[src/rtl/camera_frame_ctrl_if.sv]
// Camera-side and RAM-write-side signal bundle for camera_frame_ctrl.
// The slave modport is the sequencer; the master modport is whoever drives the camera pins and consumes writes.
interface camera_frame_ctrl_if #(
  parameter int ADDR_W = 16
);
  logic              cap_req;
  logic              err_clr;
  logic              VSYNC;
  logic              HREF;
  logic [7:0]        cam_d;
  logic              wr_en;
  logic [ADDR_W-1:0] wr_addr;
  logic [31:0]       wr_data;
  logic              bank;
  logic              frame_done;
  logic              cap_busy;
  logic              err_geom;
  logic [7:0]        frame_cnt;

  modport master (
    output cap_req, err_clr, VSYNC, HREF, cam_d,
    input  wr_en, wr_addr, wr_data, bank, frame_done, cap_busy, err_geom, frame_cnt
  );

  modport slave (
    input  cap_req, err_clr, VSYNC, HREF, cam_d,
    output wr_en, wr_addr, wr_data, bank, frame_done, cap_busy, err_geom, frame_cnt
  );
endinterface

[src/rtl/camera_frame_ctrl.sv]
// Frame sequencer: aligns capture to VSYNC/HREF, packs bytes into 32-bit words and
// writes them into a ping-pong pair of RAM banks, flagging geometry errors.
module camera_frame_ctrl #(
  parameter int H_BYTES = 640,
  parameter int V_LINES = 240,
  parameter int ADDR_W  = 16
) (
  input  logic                PCLK,
  input  logic                HRESETn,
  camera_frame_ctrl_if.slave  cam
);

  localparam int BC_W = $clog2(H_BYTES) + 1;
  localparam int LC_W = $clog2(V_LINES) + 1;
  localparam int WC_W = ADDR_W - 1;

  localparam logic [BC_W-1:0] BC_H   = BC_W'(H_BYTES);
  localparam logic [BC_W-1:0] BC_MAX = {BC_W{1'b1}};
  localparam logic [BC_W-1:0] BC_ONE = BC_W'(1);
  localparam logic [LC_W-1:0] LC_V   = LC_W'(V_LINES);
  localparam logic [LC_W-1:0] LC_MAX = {LC_W{1'b1}};
  localparam logic [LC_W-1:0] LC_ONE = LC_W'(1);
  localparam logic [WC_W-1:0] WC_MAX = {WC_W{1'b1}};
  localparam logic [WC_W-1:0] WC_ONE = WC_W'(1);

  typedef enum logic [2:0] {
    S_IDLE  = 3'd0,
    S_ARM   = 3'd1,
    S_WAIT  = 3'd2,
    S_CAP   = 3'd3,
    S_DONE  = 3'd4
  } state_t;

  state_t            state_q, state_d;
  logic              vsync_r_q, href_r_q, vsync_p_q, href_p_q;
  logic [7:0]        d_r_q;
  logic [23:0]       pack_q, pack_d;
  logic [BC_W-1:0]   byte_cnt_q, byte_cnt_d;
  logic [LC_W-1:0]   line_cnt_q, line_cnt_d;
  logic [WC_W-1:0]   word_cnt_q, word_cnt_d;
  logic              ovf_q, ovf_d;
  logic              wr_en_q, wr_en_d;
  logic [ADDR_W-1:0] wr_addr_q, wr_addr_d;
  logic [31:0]       wr_data_q, wr_data_d;
  logic              bank_q, bank_d;
  logic              frame_done_q, frame_done_d;
  logic              cap_busy_q, cap_busy_d;
  logic              err_q, err_d;
  logic [7:0]        frame_cnt_q, frame_cnt_d;

  logic vs_rise, vs_fall, href_fall, in_cap, take, group_end, line_end, frame_end, err_set;

  assign vs_rise   = vsync_r_q & ~vsync_p_q;
  assign vs_fall   = ~vsync_r_q & vsync_p_q;
  assign href_fall = ~href_r_q & href_p_q;
  assign in_cap    = (state_q == S_CAP);
  assign take      = in_cap & href_r_q;
  assign group_end = take & (byte_cnt_q[1:0] == 2'd3);
  assign line_end  = in_cap & href_fall;
  assign frame_end = in_cap & vs_rise;

  // Input stage: one register on the camera pins plus a delayed copy for edge detection.
  always_ff @(posedge PCLK or negedge HRESETn) begin
    if (!HRESETn) begin
      vsync_r_q <= 1'b0;
      href_r_q  <= 1'b0;
      d_r_q     <= 8'd0;
      vsync_p_q <= 1'b0;
      href_p_q  <= 1'b0;
    end else begin
      vsync_r_q <= cam.VSYNC;
      href_r_q  <= cam.HREF;
      d_r_q     <= cam.cam_d;
      vsync_p_q <= vsync_r_q;
      href_p_q  <= href_r_q;
    end
  end

  // FSM state register.
  always_ff @(posedge PCLK or negedge HRESETn) begin
    if (!HRESETn) begin
      state_q <= S_IDLE;
    end else begin
      state_q <= state_d;
    end
  end

  // FSM next state; a request drop only aborts before capture has started.
  always_comb begin
    state_d = state_q;
    case (state_q)
      S_IDLE: begin
        if (cam.cap_req) state_d = S_ARM;
        else             state_d = S_IDLE;
      end
      S_ARM: begin
        if (!cam.cap_req)   state_d = S_IDLE;
        else if (vsync_r_q) state_d = S_WAIT;
        else                state_d = S_ARM;
      end
      S_WAIT: begin
        if (!cam.cap_req) state_d = S_IDLE;
        else if (vs_fall) state_d = S_CAP;
        else              state_d = S_WAIT;
      end
      S_CAP: begin
        if (vs_rise) state_d = S_DONE;
        else         state_d = S_CAP;
      end
      S_DONE: begin
        if (cam.cap_req) state_d = S_WAIT;
        else             state_d = S_IDLE;
      end
      default: state_d = S_IDLE;
    endcase
  end

  // FSM outputs, decoded from the next state so the registered copies line up with the state.
  always_comb begin
    frame_done_d = (state_d == S_DONE);
    cap_busy_d   = (state_d == S_ARM) || (state_d == S_WAIT) || (state_d == S_CAP);
    bank_d       = bank_q ^ frame_done_d;
    if (frame_done_d) frame_cnt_d = frame_cnt_q + 8'd1;
    else              frame_cnt_d = frame_cnt_q;
  end

  // Datapath: byte packing, write generation, counters and geometry checks.
  always_comb begin
    pack_d     = pack_q;
    byte_cnt_d = byte_cnt_q;
    line_cnt_d = line_cnt_q;
    word_cnt_d = word_cnt_q;
    ovf_d      = ovf_q;
    wr_en_d    = 1'b0;
    wr_addr_d  = wr_addr_q;
    wr_data_d  = wr_data_q;
    err_set    = 1'b0;

    if (state_q == S_WAIT) begin
      byte_cnt_d = {BC_W{1'b0}};
      line_cnt_d = {LC_W{1'b0}};
      word_cnt_d = {WC_W{1'b0}};
      ovf_d      = 1'b0;
    end else if (take) begin
      pack_d = {d_r_q, pack_q[23:8]};
      if (byte_cnt_q == BC_MAX) byte_cnt_d = byte_cnt_q;
      else                      byte_cnt_d = byte_cnt_q + BC_ONE;
    end else if (line_end) begin
      // A trailing partial group is simply dropped: the packer is overwritten next line.
      byte_cnt_d = {BC_W{1'b0}};
      if (line_cnt_q == LC_MAX) line_cnt_d = line_cnt_q;
      else                      line_cnt_d = line_cnt_q + LC_ONE;
      if (byte_cnt_q != BC_H)   err_set    = 1'b1;
      else                      err_set    = 1'b0;
    end else begin
      pack_d = pack_q;
    end

    // Once the last word of the bank is written, later words are dropped rather than wrapping.
    if (group_end) begin
      if (ovf_q) begin
        err_set = 1'b1;
      end else begin
        wr_en_d   = 1'b1;
        wr_addr_d = {bank_q, word_cnt_q};
        wr_data_d = {d_r_q, pack_q};
        if (word_cnt_q == WC_MAX) ovf_d      = 1'b1;
        else                      word_cnt_d = word_cnt_q + WC_ONE;
      end
    end else begin
      wr_en_d = 1'b0;
    end

    if (frame_end && (line_cnt_q != LC_V)) err_set = 1'b1;
    else                                   err_set = err_set;

    if (err_set)          err_d = 1'b1;
    else if (cam.err_clr) err_d = 1'b0;
    else                  err_d = err_q;
  end

  // Datapath and output registers.
  always_ff @(posedge PCLK or negedge HRESETn) begin
    if (!HRESETn) begin
      pack_q       <= 24'd0;
      byte_cnt_q   <= {BC_W{1'b0}};
      line_cnt_q   <= {LC_W{1'b0}};
      word_cnt_q   <= {WC_W{1'b0}};
      ovf_q        <= 1'b0;
      wr_en_q      <= 1'b0;
      wr_addr_q    <= {ADDR_W{1'b0}};
      wr_data_q    <= 32'd0;
      bank_q       <= 1'b0;
      frame_done_q <= 1'b0;
      cap_busy_q   <= 1'b0;
      err_q        <= 1'b0;
      frame_cnt_q  <= 8'd0;
    end else begin
      pack_q       <= pack_d;
      byte_cnt_q   <= byte_cnt_d;
      line_cnt_q   <= line_cnt_d;
      word_cnt_q   <= word_cnt_d;
      ovf_q        <= ovf_d;
      wr_en_q      <= wr_en_d;
      wr_addr_q    <= wr_addr_d;
      wr_data_q    <= wr_data_d;
      bank_q       <= bank_d;
      frame_done_q <= frame_done_d;
      cap_busy_q   <= cap_busy_d;
      err_q        <= err_d;
      frame_cnt_q  <= frame_cnt_d;
    end
  end

  assign cam.wr_en      = wr_en_q;
  assign cam.wr_addr    = wr_addr_q;
  assign cam.wr_data    = wr_data_q;
  assign cam.bank       = bank_q;
  assign cam.frame_done = frame_done_q;
  assign cam.cap_busy   = cap_busy_q;
  assign cam.err_geom   = err_q;
  assign cam.frame_cnt  = frame_cnt_q;

endmodule

[src/flat_wrapper.sv]
// flat-port wrapper written by rule: the top's interface ports become plain ports
module camera_frame_ctrl_flat 
#(
  parameter int H_BYTES = 640,
  parameter int V_LINES = 240,
  parameter int ADDR_W  = 16
)
  (PCLK, HRESETn, cam_cap_req, cam_err_clr, cam_VSYNC, cam_HREF, cam_cam_d, cam_wr_en, cam_wr_addr, cam_wr_data, cam_bank, cam_frame_done, cam_cap_busy, cam_err_geom, cam_frame_cnt);
  camera_frame_ctrl_if #(.ADDR_W(ADDR_W)) cam_i ();
  input  logic PCLK;
  input  logic HRESETn;
  input wire logic [$bits(cam_i.cap_req)-1:0] cam_cap_req;
  input wire logic [$bits(cam_i.err_clr)-1:0] cam_err_clr;
  input wire logic [$bits(cam_i.VSYNC)-1:0] cam_VSYNC;
  input wire logic [$bits(cam_i.HREF)-1:0] cam_HREF;
  input wire logic [$bits(cam_i.cam_d)-1:0] cam_cam_d;
  output wire logic [$bits(cam_i.wr_en)-1:0] cam_wr_en;
  output wire logic [$bits(cam_i.wr_addr)-1:0] cam_wr_addr;
  output wire logic [$bits(cam_i.wr_data)-1:0] cam_wr_data;
  output wire logic [$bits(cam_i.bank)-1:0] cam_bank;
  output wire logic [$bits(cam_i.frame_done)-1:0] cam_frame_done;
  output wire logic [$bits(cam_i.cap_busy)-1:0] cam_cap_busy;
  output wire logic [$bits(cam_i.err_geom)-1:0] cam_err_geom;
  output wire logic [$bits(cam_i.frame_cnt)-1:0] cam_frame_cnt;
  assign cam_i.cap_req = cam_cap_req;
  assign cam_i.err_clr = cam_err_clr;
  assign cam_i.VSYNC = cam_VSYNC;
  assign cam_i.HREF = cam_HREF;
  assign cam_i.cam_d = cam_cam_d;
  assign cam_wr_en = cam_i.wr_en;
  assign cam_wr_addr = cam_i.wr_addr;
  assign cam_wr_data = cam_i.wr_data;
  assign cam_bank = cam_i.bank;
  assign cam_frame_done = cam_i.frame_done;
  assign cam_cap_busy = cam_i.cap_busy;
  assign cam_err_geom = cam_i.err_geom;
  assign cam_frame_cnt = cam_i.frame_cnt;
  camera_frame_ctrl #(.H_BYTES(H_BYTES), .V_LINES(V_LINES), .ADDR_W(ADDR_W)) u_core (.PCLK(PCLK), .HRESETn(HRESETn), .cam(cam_i));
endmodule
[config.mk]
export PLATFORM = sky130hd
export DESIGN_NAME = camera_frame_ctrl_flat
export DESIGN_NICKNAME = d
export VERILOG_FILES = /design/src/rtl/camera_frame_ctrl_if.sv /design/src/rtl/camera_frame_ctrl.sv /design/src/flat_wrapper.sv
export SDC_FILE = /design/constraint.sdc
export NUM_CORES = 1
export LEC_CHECK = 0
export CORE_MARGIN = 2
export CORE_UTILIZATION = 40
export DETAILED_ROUTE_END_ITERATION = 16
export SKIP_LAST_GASP = 1
export SYNTH_ARGS = -nofsm -noshare
export SYNTH_HDL_FRONTEND = slang
export SYNTH_SLANG_ARGS = --single-unit
[constraint.sdc]
create_clock -name PCLK -period 4.7 [get_ports PCLK]
set_clock_uncertainty 0.05 [all_clocks]
set_input_delay 1.41 -clock PCLK [delete_from_list [all_inputs] [get_ports PCLK]]
set_output_delay 1.41 -clock PCLK [all_outputs]
set_load 0.02 [all_outputs]
# Word level (Yosys, flattened, before mapping)

Index checks and enable logic that the tools add are counted.

Add/subtract/negate cells: 4
Multiply operators: 0
Div/mod/pow operators: 0
Order comparisons: 0
Equal/unequal tests: 17
Shift-type cells: 0
Multiplexer cells: 35
Bitwise operators: 13
Reduce and logical (&&, ||, !) cells: 11

Operator list:

| kind                    | count |
|---|---|
| $mux W15                | 4 |
| $mux W11                | 4 |
| $mux W9                 | 4 |
| $mux W1                 | 17 |
| $add A15 B1 Y15 const B | 1 |
| $eq A15 B15 Y1 const B  | 1 |
| $pmux W3 S5             | 1 |
| $eq A3 B2 Y1 const B    | 4 |
| $add A11 B1 Y11 const B | 1 |
| $eq A11 B11 Y1 const B  | 1 |
| $ne A11 B10 Y1 const B  | 1 |
| $add A9 B1 Y9 const B   | 1 |
| $eq A9 B9 Y1 const B    | 1 |
| $mux W3                 | 3 |
| $ne A9 B8 Y1 const B    | 1 |
| $add A8 B1 Y8 const B   | 1 |
| $and A1 B1 Y1           | 7 |
| $eq A3 B1 Y1 const B    | 2 |
| $eq A3 B3 Y1 const B    | 2 |
| $reduce_and A2 Y1       | 3 |
| $not A1 Y1              | 5 |
| $mux W2                 | 2 |
| $reduce_bool A2 Y1      | 2 |
| $logic_not A3 Y1        | 1 |
| other kinds (9)         | 10 |

Bits in registers: 136
Bits in latches: 0
RAM bits: 0
Memory bits (read-only): 0
Bits of input ports: 14
Memories: 0

# Depth between registers and ports, before layout

Gate-level depths: netlist (run 1).

Word-level depth: 10
Gate-level depth with buffers: 8
Mapped depth without buffers: 8

# Worst setup path after synthesis (run 1)

OpenSTA, ideal clock, no wires.

Path kind: input port to flip-flop
Start point: input port cam_cap_req
End point: register u_core.cap_busy_q (netlist: u_core.cam.cap_busy)
Library setup time: 0.141 ns
Arrival: 1.809 ns
Setup slack: 2.700 ns
Cell stages on the path: 4
Path buffers: 0
Cell sequence: inv_1 > o22ai_1 > a22oi_1 > o221ai_1

Cells in the longest elaborated chain, start to end: 5

Ends and longest elaborated chain:

| what                                                | line                     | source |
|---|---|---|
| from (decl)                                         | flat_wrapper.sv:12       | `input wire logic [$bits(cam_i.cap_req)-1:0] cam_cap_req;` |
| $mux W3, or another cell as far along               | camera_frame_ctrl.sv:102 | `if (!cam.cap_req) state_d = S_IDLE;` |
| $pmux W3 S5 (*)                                     | camera_frame_ctrl.sv:91  | `case (state_q)` |
| $eq A3 B1 Y1 / $eq A3 B2 Y1 (equally long branches) | camera_frame_ctrl.sv:121 | `cap_busy_d = (state_d == S_ARM) \|\| (state_d == S_WAIT) \|\| (state_d == S_CAP);` |
| $logic_or A1 B1 Y1                                  | camera_frame_ctrl.sv:121 |  |
| $logic_or A1 B1 Y1 (*)                              | camera_frame_ctrl.sv:121 |  |
| via u_core.cap_busy_d                               | camera_frame_ctrl.sv:47  | `logic cap_busy_q, cap_busy_d;` |
| to (signal assigned)                                | camera_frame_ctrl.sv:209 | `cap_busy_q <= cap_busy_d;` |
| to (decl)                                           | camera_frame_ctrl.sv:47  |  |

Mark *: on every way through the listed nets, which the timed path passes. The rest lies on a longest branch.
A chain may end at the register's enable or synchronous reset.

# Worst setup path in the final report (run 1)

Start point: register u_core.frame_cnt_q[0] (netlist: u_core.cam.frame_cnt[0])
End point: output port cam_frame_cnt[0]

RTL lines:

| what                   | line                     | source |
|---|---|---|
| from (decl)            | camera_frame_ctrl.sv:49  | `logic [7:0] frame_cnt_q, frame_cnt_d;` |
| from (signal assigned) | camera_frame_ctrl.sv:211 | `frame_cnt_q <= frame_cnt_d;` |
| to (decl)              | flat_wrapper.sv:24       | `output wire logic [$bits(cam_i.frame_cnt)-1:0] cam_frame_cnt;` |

No word-level cell between the ends.

==> flow_metrics.env, run 1 <==
export IMPL_num_io_pins=75
export IMPL_crit_type="reg -> out"
export IMPL_rr_worst_depth=4
export IMPL_relSlewSlack_pct=49.4
export IMPL_drc=0
export IMPL_die_h_microns=124
export IMPL_cts_resized=0
export IMPL_grt_pass1_wl_microns=20800
export IMPL_rsz0062_at_grt="no"
export IMPL_synth_ff_type="dfrtp_1"
export IMPL_core_area_sq_um=14000
export IMPL_period_needed_ns=2.94
export IMPL_yosys_area_top_type="dfrtp_1"
export IMPL_yosys_warnings=0
export IMPL_fmax_mhz=340
export IMPL_hold_buffers=0
export IMPL_postCtsSetupBuffers=0
export IMPL_timing_critical_path_buf_inv=1
export IMPL_drt_initial_drc_count=315
export IMPL_root_buffer="clkbuf_16"
export IMPL_crit_path_start="u_core.cam.frame_cnt[0]"
export IMPL_place_hpwl_microns=7880
export IMPL_max_slew_worst_pin_slew_ns=0.754
export IMPL_diodes=0
export IMPL_crit_family="buffers and inverters"
export IMPL_async_flop_share_pct=100
export IMPL_io_buffers=74
export IMPL_placementRows=43
export IMPL_drt_total_wl_microns=12200
export IMPL_power_density_nw_per_um2=432
export IMPL_cp_end_kind="output port"
export IMPL_syn_cell_area_sq_um=5760
export IMPL_cts_buffer_depth=2
export IMPL_syn_area_per_cell_sq_um=9.60
export IMPL_crit_fanout=6
export IMPL_grt_ovfl_total=0
export IMPL_crit_required_ns=3.24
export IMPL_multi_input_area_sq_um=2200
export IMPL_synth_area_leaders="dfrtp_1, nand2_1, mux2i_1"
export IMPL_layout_drive_gt1_share_pct=6.13
export IMPL_die_w_microns=124
export IMPL_clkSinkCount=136
export IMPL_synth_edf_count=0
export IMPL_synth_cells=600
export IMPL_setup_violations=0
export IMPL_reg2reg_from="u_core.state_q[0]"
export IMPL_cts_buffers=17
export IMPL_ff2ff_setup_slack_ns=2.22
export IMPL_path_clk_slew_ns=0.05
export IMPL_htree_levels=4
export IMPL_synth_cell_types=51
export IMPL_routedWlPerCell_microns=14.0
export IMPL_grtUsageTotal_pct=17.5
export IMPL_ff_latch_area_sq_um=3400
export IMPL_layout_setup_ws_ns=1.76
export IMPL_max_stage_delay_ns=0.64
export IMPL_postRouteAntennaNets=0
export IMPL_hold_violations=0
export IMPL_place_gp_congestion=0.856
export IMPL_hp_class="reg -> reg"
export IMPL_num_nets_final=693
export IMPL_antenna_found_initial=0
export IMPL_utilization_pct=51.8
export IMPL_critPathLaunchType="register"
export IMPL_worst_endpoint_arrival_ns=1.48
export IMPL_r2r_end="u_core.byte_cnt_q[9]"
export IMPL_route_vias_total=4363
export IMPL_via_per_inst=5.04
export IMPL_dr_pass1_iters=5
export IMPL_vdd_ir_drop_max_mv=0.238
export IMPL_fp_dieArea_sq_um=15400
export IMPL_synth_common_cells="nand2_1, dfrtp_1, clkbuf_1"
export IMPL_synthesis_nets=621
export IMPL_cpMaxStageDelayCell="clkdlybuf4s50_1"
export IMPL_clkLatencyLatePin_ns=0.41
export IMPL_cts_tree="built"
export IMPL_post_synth_top_area_fraction_pct=59.1
export IMPL_cp_cell_sequence="clkdlybuf4s50_1"
export IMPL_grt_max_degree=81
export IMPL_fin_crit_sh_pct=62.7
export IMPL_dp_worst_setup_slack_ns=2.13
export IMPL_yosysSeqAreaShare_pct=59.1
export IMPL_leakage_nw=3.54
export IMPL_slew_violations=0
export IMPL_fin_setup_tns_ns=0
export IMPL_ys_ff_latch=136
export IMPL_maxCapViolCount=0
export IMPL_nFillCells=1318
export IMPL_crit_end="cam_frame_cnt[0]"
export IMPL_synth_most_common_cell="nand2_1"
export IMPL_status="finished clean"
export IMPL_path_depth=1
export IMPL_grt_pass1_vias=4353
export IMPL_start_util_pct=41.2
export IMPL_syn_to_final_growth_pct=25.8
-- cells in the final DEF, fill, tap and decap left out, drive strengths merged, types with 5 or more instances in the layout --
cell type	n
nor3	6
o21ai	13
or3	6
or4	8
mux2i	13
nand3	15
clkinv	5
o211ai	6
clkinvlp	5
clkbuf	21
clkdlybuf4s50	73
xnor2	10
buf	6
and3	7
a21oi	11
nand4	11
nor2	15
inv	14
nand2	245
ha	7
dfrtp	136
-- logic make-up (layout without fill, tap and decap cells) --
| kind of cell | count (synthesis) | count (layout) | share of synthesized area (%) |
|---|---|---|---|
| and+or+nand+nor | 340 | 340 | 26.6 |
| xor gates and xnor gates | 13 | 13 | 1.98 |
| buffers and inverters | 41 | 126 | 2.87 |
| DFF | 136 | 136 | 59.1 |
| AOI/OAI and AO/OA | 48 | 48 | 5.32 |
| adders and majority gates | 7 | 7 | 1.52 |
| muxes | 15 | 15 | 2.65 |
-- flip-flops by register name, summed over array words and instances, names as in the netlist, 3 cells and up --
register	cells
u_core.byte_cnt_q	11
u_core.cam.wr_addr	16
u_core.pack_q	24
u_core.line_cnt_q	9
u_core.d_r_q	8
u_core.cam.wr_data	32
u_core.state_q	3
u_core.word_cnt_q	15
u_core.cam.frame_cnt	8
-- power breakdown --
group / leakage [nW] / internal, W / switching, W
Combinational: 1.43 / 0.000174 / 0.000241
Clock: 0.265 / 0.000793 / 0.000481
Sequential: 1.84 / 0.00131 / 0.000135
Total: 3.54 / 0.00228 / 0.000857
-- metal layers --
layer / part of all wire (%) / up-vias / GRT usage, %
met5: 0 / - / 0
li1: - / 2150 / -
met1: 46 / 2122 / 23.7
met3: 4.4 / 6 / 4.44
met4: 0.58 / 0 / 7.58
met2: 49 / 85 / 26.9
-- how the worst min path moves through the flow --
stage	slack, ns	startpoint	depth (start not counted)	endpoint
after floorplan	0.35	u_core.vsync_r_q	0	u_core.vsync_p_q
after global placement	0.38	u_core.vsync_r_q	0	u_core.vsync_p_q
after detailed placement	0.40	u_core.vsync_r_q	0	u_core.vsync_p_q
after CTS	0.41	u_core.vsync_r_q	0	u_core.vsync_p_q
after global routing	0.44	u_core.vsync_r_q	0	u_core.vsync_p_q
final	0.41	u_core.vsync_r_q	0	u_core.vsync_p_q
-- stage by stage --
step | power [W] | cells | hold slack (ns) | instance area, sq um
finish | 0.00313 | 865 | 0.407 | 7250
CTS | 0.00318 | 865 | 0.409 | 7250
global route | 0.00331 | 865 | 0.444 | 7250
floorplan | 0.00170 | 600 | 0.351 | 5760
detailed placement | 0.00188 | 833 | 0.396 | 6670
global placement | 0.00186 | 833 | 0.377 | 6670
-- final cells by class --
cell class              instances  share of cell area [%]
flip-flops and latches        136                    47.0
clock inverters                11                    1.73
multi-input cells             423                    30.3
well taps                     180                    3.11
inverters                      15                   0.777
repair buffers                 79                    10.9
clock buffers                  21                    6.21
No activity file was read; power rests on OpenSTA's default activity.
==> inputs of run 2 (changes only) <==
==> constraint.sdc (replaced) <==
create_clock -name PCLK -period 2.45 [get_ports PCLK]
set_clock_uncertainty 0.05 [all_clocks]
set_input_delay 0.735 -clock PCLK [delete_from_list [all_inputs] [get_ports PCLK]]
set_output_delay 0.735 -clock PCLK [all_outputs]
set_load 0.02 [all_outputs]
==> run 2 against run 1 <==
Net effect:
- non-clock buffer count is 4 higher
- worst hold slack got worse by 0.19 ns
- register-to-register slack worse by 2.0 ns
- die area unchanged
- cell count is 0.46% higher
- wire length increased by 1.1%
- via count down 0.21%
- largest cell class unchanged
==> flow_metrics.env, run 2 (synthesis gave the netlist of run 1 again) <==
export IMPL_cts_resized=0
export IMPL_setup_violations=0
export IMPL_hold_violations=0
export IMPL_start_util_pct=41.2
export IMPL_max_stage_delay_ns=0.64
export IMPL_fp_dieArea_sq_um=15400
export IMPL_multi_input_area_sq_um=2200
export IMPL_status="finished clean"
export IMPL_max_slew_worst_pin_slew_ns=0.704
export IMPL_clkSinkCount=136
export IMPL_place_hpwl_microns=8070
export IMPL_cts_tree="built"
export IMPL_crit_family="buffers and inverters"
export IMPL_rr_worst_depth=7
export IMPL_antenna_found_initial=0
export IMPL_drt_initial_drc_count=355
export IMPL_fin_setup_tns_ns=0
export IMPL_maxCapViolCount=0
export IMPL_via_per_inst=5.01
export IMPL_grt_pass1_vias=4309
export IMPL_reg2reg_from="u_core.line_cnt_q[0]"
export IMPL_cpMaxStageDelayCell="clkdlybuf4s50_1"
export IMPL_largest_register_ffs=32
export IMPL_timing_critical_path_buf_inv=1
export IMPL_crit_type="reg -> out"
export IMPL_cts_buffers=17
export IMPL_hold_slack_ns=0.219
export IMPL_grt_ovfl_total=0
export IMPL_drt_total_wl_microns=12300
export IMPL_core_area_sq_um=14000
export IMPL_r2r_end="u_core.line_cnt_q[6]"
export IMPL_vdd_ir_drop_max_mv=0.505
export IMPL_leakage_nw=3.59
export IMPL_dr_pass1_iters=5
export IMPL_cp_end_kind="output port"
export IMPL_slew_violations=0
export IMPL_ff2ff_setup_slack_ns=0.23
export IMPL_placementRows=43
export IMPL_root_buffer="clkbuf_16"
export IMPL_die_w_microns=124
export IMPL_place_gp_congestion=0.878
export IMPL_utilization_pct=52.4
export IMPL_crit_required_ns=1.66
export IMPL_cts_buffer_depth=2
export IMPL_fmax_mhz=439
export IMPL_hold_buffers=0
export IMPL_worst_endpoint_arrival_ns=1.49
export IMPL_path_clk_slew_ns=0.05
export IMPL_syn_to_final_growth_pct=27.2
export IMPL_die_h_microns=124
export IMPL_crit_fanout=6
export IMPL_rsz0062_at_grt="no"
export IMPL_routedWlPerCell_microns=14.1
export IMPL_diodes=0
export IMPL_grt_pass1_wl_microns=20800
export IMPL_htree_levels=4
export IMPL_hp_class="in -> async"
export IMPL_grtUsageTotal_pct=17.5
export IMPL_period_needed_ns=2.28
export IMPL_clkLatencyLatePin_ns=0.41
export IMPL_io_buffers=74
export IMPL_grt_max_degree=52
export IMPL_postCtsSetupBuffers=0
export IMPL_nFillCells=1289
export IMPL_final_cell_mix="nand2_1, dfrtp_1, clkdlybuf4s50_1, clkbuf_16"
export IMPL_drc=0
export IMPL_num_io_pins=75
export IMPL_route_vias_total=4354
export IMPL_critPathLaunchType="register"
export IMPL_fin_crit_sh_pct=92.9
export IMPL_power_density_nw_per_um2=832
export IMPL_postRouteAntennaNets=0
export IMPL_num_nets_final=697
export IMPL_cp_cell_sequence="clkdlybuf4s50_1"
export IMPL_layout_drive_gt1_share_pct=6.97
export IMPL_ff_latch_area_sq_um=3400
export IMPL_final_common_cell="nand2_1"
export IMPL_relSlewSlack_pct=52.6
## run 2: worst max path at each step
stage / start / to / slack, ns / cells after the start
2_1_floorplan: u_core.line_cnt_q[0] / u_core.line_cnt_q[6] / 0.55 / 7
3_3_place_gp: u_core.byte_cnt_q[0] / u_core.byte_cnt_q[6] / 0.33 / 5
3_5_place_dp: u_core.byte_cnt_q[0] / u_core.byte_cnt_q[3] / 0.23 / 5
4_1_cts: u_core.cam.frame_cnt[0] / cam_frame_cnt[0] / 0.15 / 1
5_1_grt: u_core.byte_cnt_q[0] / u_core.byte_cnt_q[3] / 0.03 / 5
6_report: u_core.cam.frame_cnt[0] / cam_frame_cnt[0] / 0.17 / 1
## run 2: per-stage QoR
stage	std cells	cell area (sq um)	power, W	worst slack (ns)
6_report	869	7330	0.00610	0.174
5_1_grt	869	7330	0.00642	0.0305
4_1_cts	869	7330	0.00618	0.147
3_5_place_dp	837	6730	0.00362	0.230
3_3_place_gp	837	6730	0.00359	0.330
2_1_floorplan	600	5760	0.00327	0.554
## run 2: layer usage
layer / part of all wire [%] / routed length, microns / vias to the layer above / track usage [%]
met3: 3.8 / 468 / 12 / 4.03
met2: 47 / 5780 / 92 / 27.7
met4: 0.94 / 115 / 0 / 6.53
li1: - / - / 2147 / -
met5: 0 / 0 / - / 0
met1: 48 / 5920 / 2103 / 23.5
## run 2: power by group
group          total [W]  switching (W)  internal [W]
clock network    0.00252       0.000910       0.00161
logic           0.000808       0.000467      0.000341
registers        0.00277       0.000259       0.00251
## run 2: cell type report
cell class	count	area share, %
clock buffer	22	6.61
clock inverter	10	1.60
inverter	15	0.768
multi-input combinational	423	30.0
sequential	136	46.4
tap	180	3.07
timing repair buffer	83	11.6
## run 2: worst register-to-register path, stage by stage, from the launching register on
cell and delay (ns):
dfrtp_1 0.41, ha_1 0.23, nand3_1 0.11, nor2_1 0.06, ha_1 0.20, nor4_1 0.64
a31oi_1 0.18, a41o_1 0.22
==> RTL change: new RTL, settings of run 2 <==
`ADDR_W` is set to 16 in 3 places; all go to 17.
--- a/src/rtl/camera_frame_ctrl_if.sv
+++ b/src/rtl/camera_frame_ctrl_if.sv
@@ -2,5 +2,5 @@
 // The slave modport is the sequencer; the master modport is whoever drives the camera pins and consumes writes.
 interface camera_frame_ctrl_if #(
-  parameter int ADDR_W = 16
+  parameter int ADDR_W = 17
 );
   logic              cap_req;
--- a/src/rtl/camera_frame_ctrl.sv
+++ b/src/rtl/camera_frame_ctrl.sv
@@ -4,5 +4,5 @@
   parameter int H_BYTES = 640,
   parameter int V_LINES = 240,
-  parameter int ADDR_W  = 16
+  parameter int ADDR_W  = 17
 ) (
   input  logic                PCLK,
--- a/src/flat_wrapper.sv
+++ b/src/flat_wrapper.sv
@@ -4,5 +4,5 @@
   parameter int H_BYTES = 640,
   parameter int V_LINES = 240,
-  parameter int ADDR_W  = 16
+  parameter int ADDR_W  = 17
 )
   (PCLK, HRESETn, cam_cap_req, cam_err_clr, cam_VSYNC, cam_HREF, cam_cam_d, cam_wr_en, cam_wr_addr, cam_wr_data, cam_bank, cam_frame_done, cam_cap_busy, cam_err_geom, cam_frame_cnt);
Interface: changed (resized cam_wr_addr); port bits go from 75 to 76. The function was not compared with the original's and may differ.
==> RTL change against run 2 <==
Total power grew 2.6%. Register-to-register slack lost 70 ps. Sequential cell count grew 2. Synthesized area grew 2.7%. Fmax shrank 0.65%. Cell area grew 2.7%. Worst setup slack lost 15 ps. Routed wire length grew 4.6%.
==> RTL change: results (changes against run 2) <==
worst-margin pin slew 709 ps (+4.86 ps); Clock transition at path regs 60 ps; Reg2Reg Depth 7 (unchanged); TritonCTS Buffers 17 (unchanged); worst hold path class in -> async; status complete, no violations; 1st-iter DRT viols 281 (-21%); DP Worst Slack 191 ps (-38.8 ps); RR Startpoint u_core.line_cnt_q[0]; nets 705 (+1.1%); synth cell count leaders 250 x nand2_1, 138 x dfrtp_1, 18 x nand3_1; FFs w/ async S/R, synth 100% (unchanged); crit path DAT 2540 ps (+1050 ps); Clock Latency Late Sink 420 ps; Setup crit start u_core.line_cnt_q[0]; final weighted congestion in routability-driven placement 0.794 (-9.5%); Leak Pwr 3.62 nW (+0.67%); xor/xnor share of the synthesized area 1.63% (-0.35 points); CP max FO 4 (-2); Tot GR Track Use 17.3% (-0.18 points); Worst Setup EP u_core.line_cnt_q[5]; compound-gate portion of the synthesized area 5.37% (+0.052 points); Port Buf Inserts 75 (+1.4%); FF-to-FF setup slack 160 ps (-70 ps); root buffer cell clkbuf_16; Fillers 1312 (+1.8%); Yosys Warn Count 0 (unchanged); Tcrit/Tclk final 93.5% (+0.61 points); Post-Place Cell Area 0.00692 mm2 (+2.9%); first-pass GRT wire length 22000 um (+5.8%); htree depth 4 (unchanged); share of layout cells above drive strength 1 8.18% (+1.2 points); Synth Flop Type dfrtp_1; Synth area leaders dfrtp_1 58%, nand2_1 16%, mux2i_1 2.7%; maximum root-to-sink buffer count 2 (unchanged); hpwl dp 8510 um (+5.4%); wirelength, routed 12800 um (+4.6%); DR pass1 iterations 4 (-1); Synth Area in Adders 1.48% (-0.040 points); largest net degree at the start of global routing 49 (-5.8%); ant diodes 0 (unchanged); sequential-to-total area share from yosys stat 58.4% (-0.69 points); VDD IR max 406 uV (-20%); post-cts repair resize count 0 (unchanged); Largest register FFs 32 (unchanged); postcts setup bufs 0 (unchanged); vias post-DR 4413 (+1.4%); multiplexer share of the synthesized area 3.47% (+0.82 points); vias in the first global route 4451 (+3.3%); initial antenna violation count 0 (unchanged); Synth cell types 60 (+18%); Synthesized Nets 625 (+0.64%)
-- RTL change: changes by cell type in the layout (fill, tap and decap cells not counted), sizes merged, moves of 4 or more --
cell / before / now
inv: 15 / 11
a21oi: 11 / 7
nand2: 245 / 250
o21ai: 13 / 9
clkinv: 7 / 2
or3: 6 / 0
-- RTL change: cell type report --
class	count	area, um2	share of cell area [%]
Sequential cell	138	3450	45.9
Multi-Input combinational cell	432	2320	30.8
Timing Repair Buffer	86	885	11.8
Clock buffer	22	464	6.17
Tap cell	184	230	3.06
Clock inverter	10	140	1.86
Inverter	9	33.8	0.449
-- RTL change: through the flow --
stage / total power [mW] / hold WS (ps) / util, % / instances
CTS: 6.33 / 129 / 52.0 / 881
floorplan: 3.30 / 345 / - / 604
global placement: 3.66 / 361 / 47.8 / 849
global route: 6.58 / 140 / 52.0 / 881
detailed placement: 3.69 / 385 / 47.8 / 849
finish: 6.26 / 133 / 52.0 / 881
-- RTL change: logic make-up after synthesis --
kind of cell               after synthesis
and+or+nand+nor                        349
DFF                                    138
AOI/OAI and AO/OA                       45
buffers and inverters                   34
muxes                                   20
xor gates and xnor gates                11
adders and majority gates                7
-- RTL change: worst max-delay path, cell delays in order (launching register included) --
cell	delay (ps)
dfrtp_1	420
ha_1	240
nand3_1	80
nor2_1	50
ha_1	240
nor4b_1	530
mux2_2	390
a22o_1	180
-- RTL change: layer usage --
layer / global-route usage, % / vias up / part of all wire, %
met3: 4.29 / 24 / 4.8
met5: 0 / - / 0
li1: - / 2192 / -
met2: 25.7 / 91 / 45
met4: 8.04 / 0 / 2.4
met1: 24.0 / 2106 / 48
-- RTL change: how the worst min path moves through the flow --
stage                      from                     to  slack, ps  depth (start not counted)
6_report                HRESETn      u_core.state_q[2]        130                          1
3_3_place_gp   u_core.vsync_r_q       u_core.vsync_p_q        360                          0
3_5_place_dp   u_core.vsync_r_q       u_core.vsync_p_q        390                          0
5_1_grt                 HRESETn      u_core.state_q[2]        140                          1
4_1_cts                 HRESETn  u_core.cam.frame_done        130                          1
2_1_floorplan  u_core.vsync_r_q       u_core.vsync_p_q        350                          0
-- RTL change: report_power, final --
part	switching, mW	internal [mW]	total [mW]
registers	0.221	2.55	2.77
logic	0.525	0.348	0.873
clock network	0.955	1.66	2.61
total	1.70	4.56	6.26
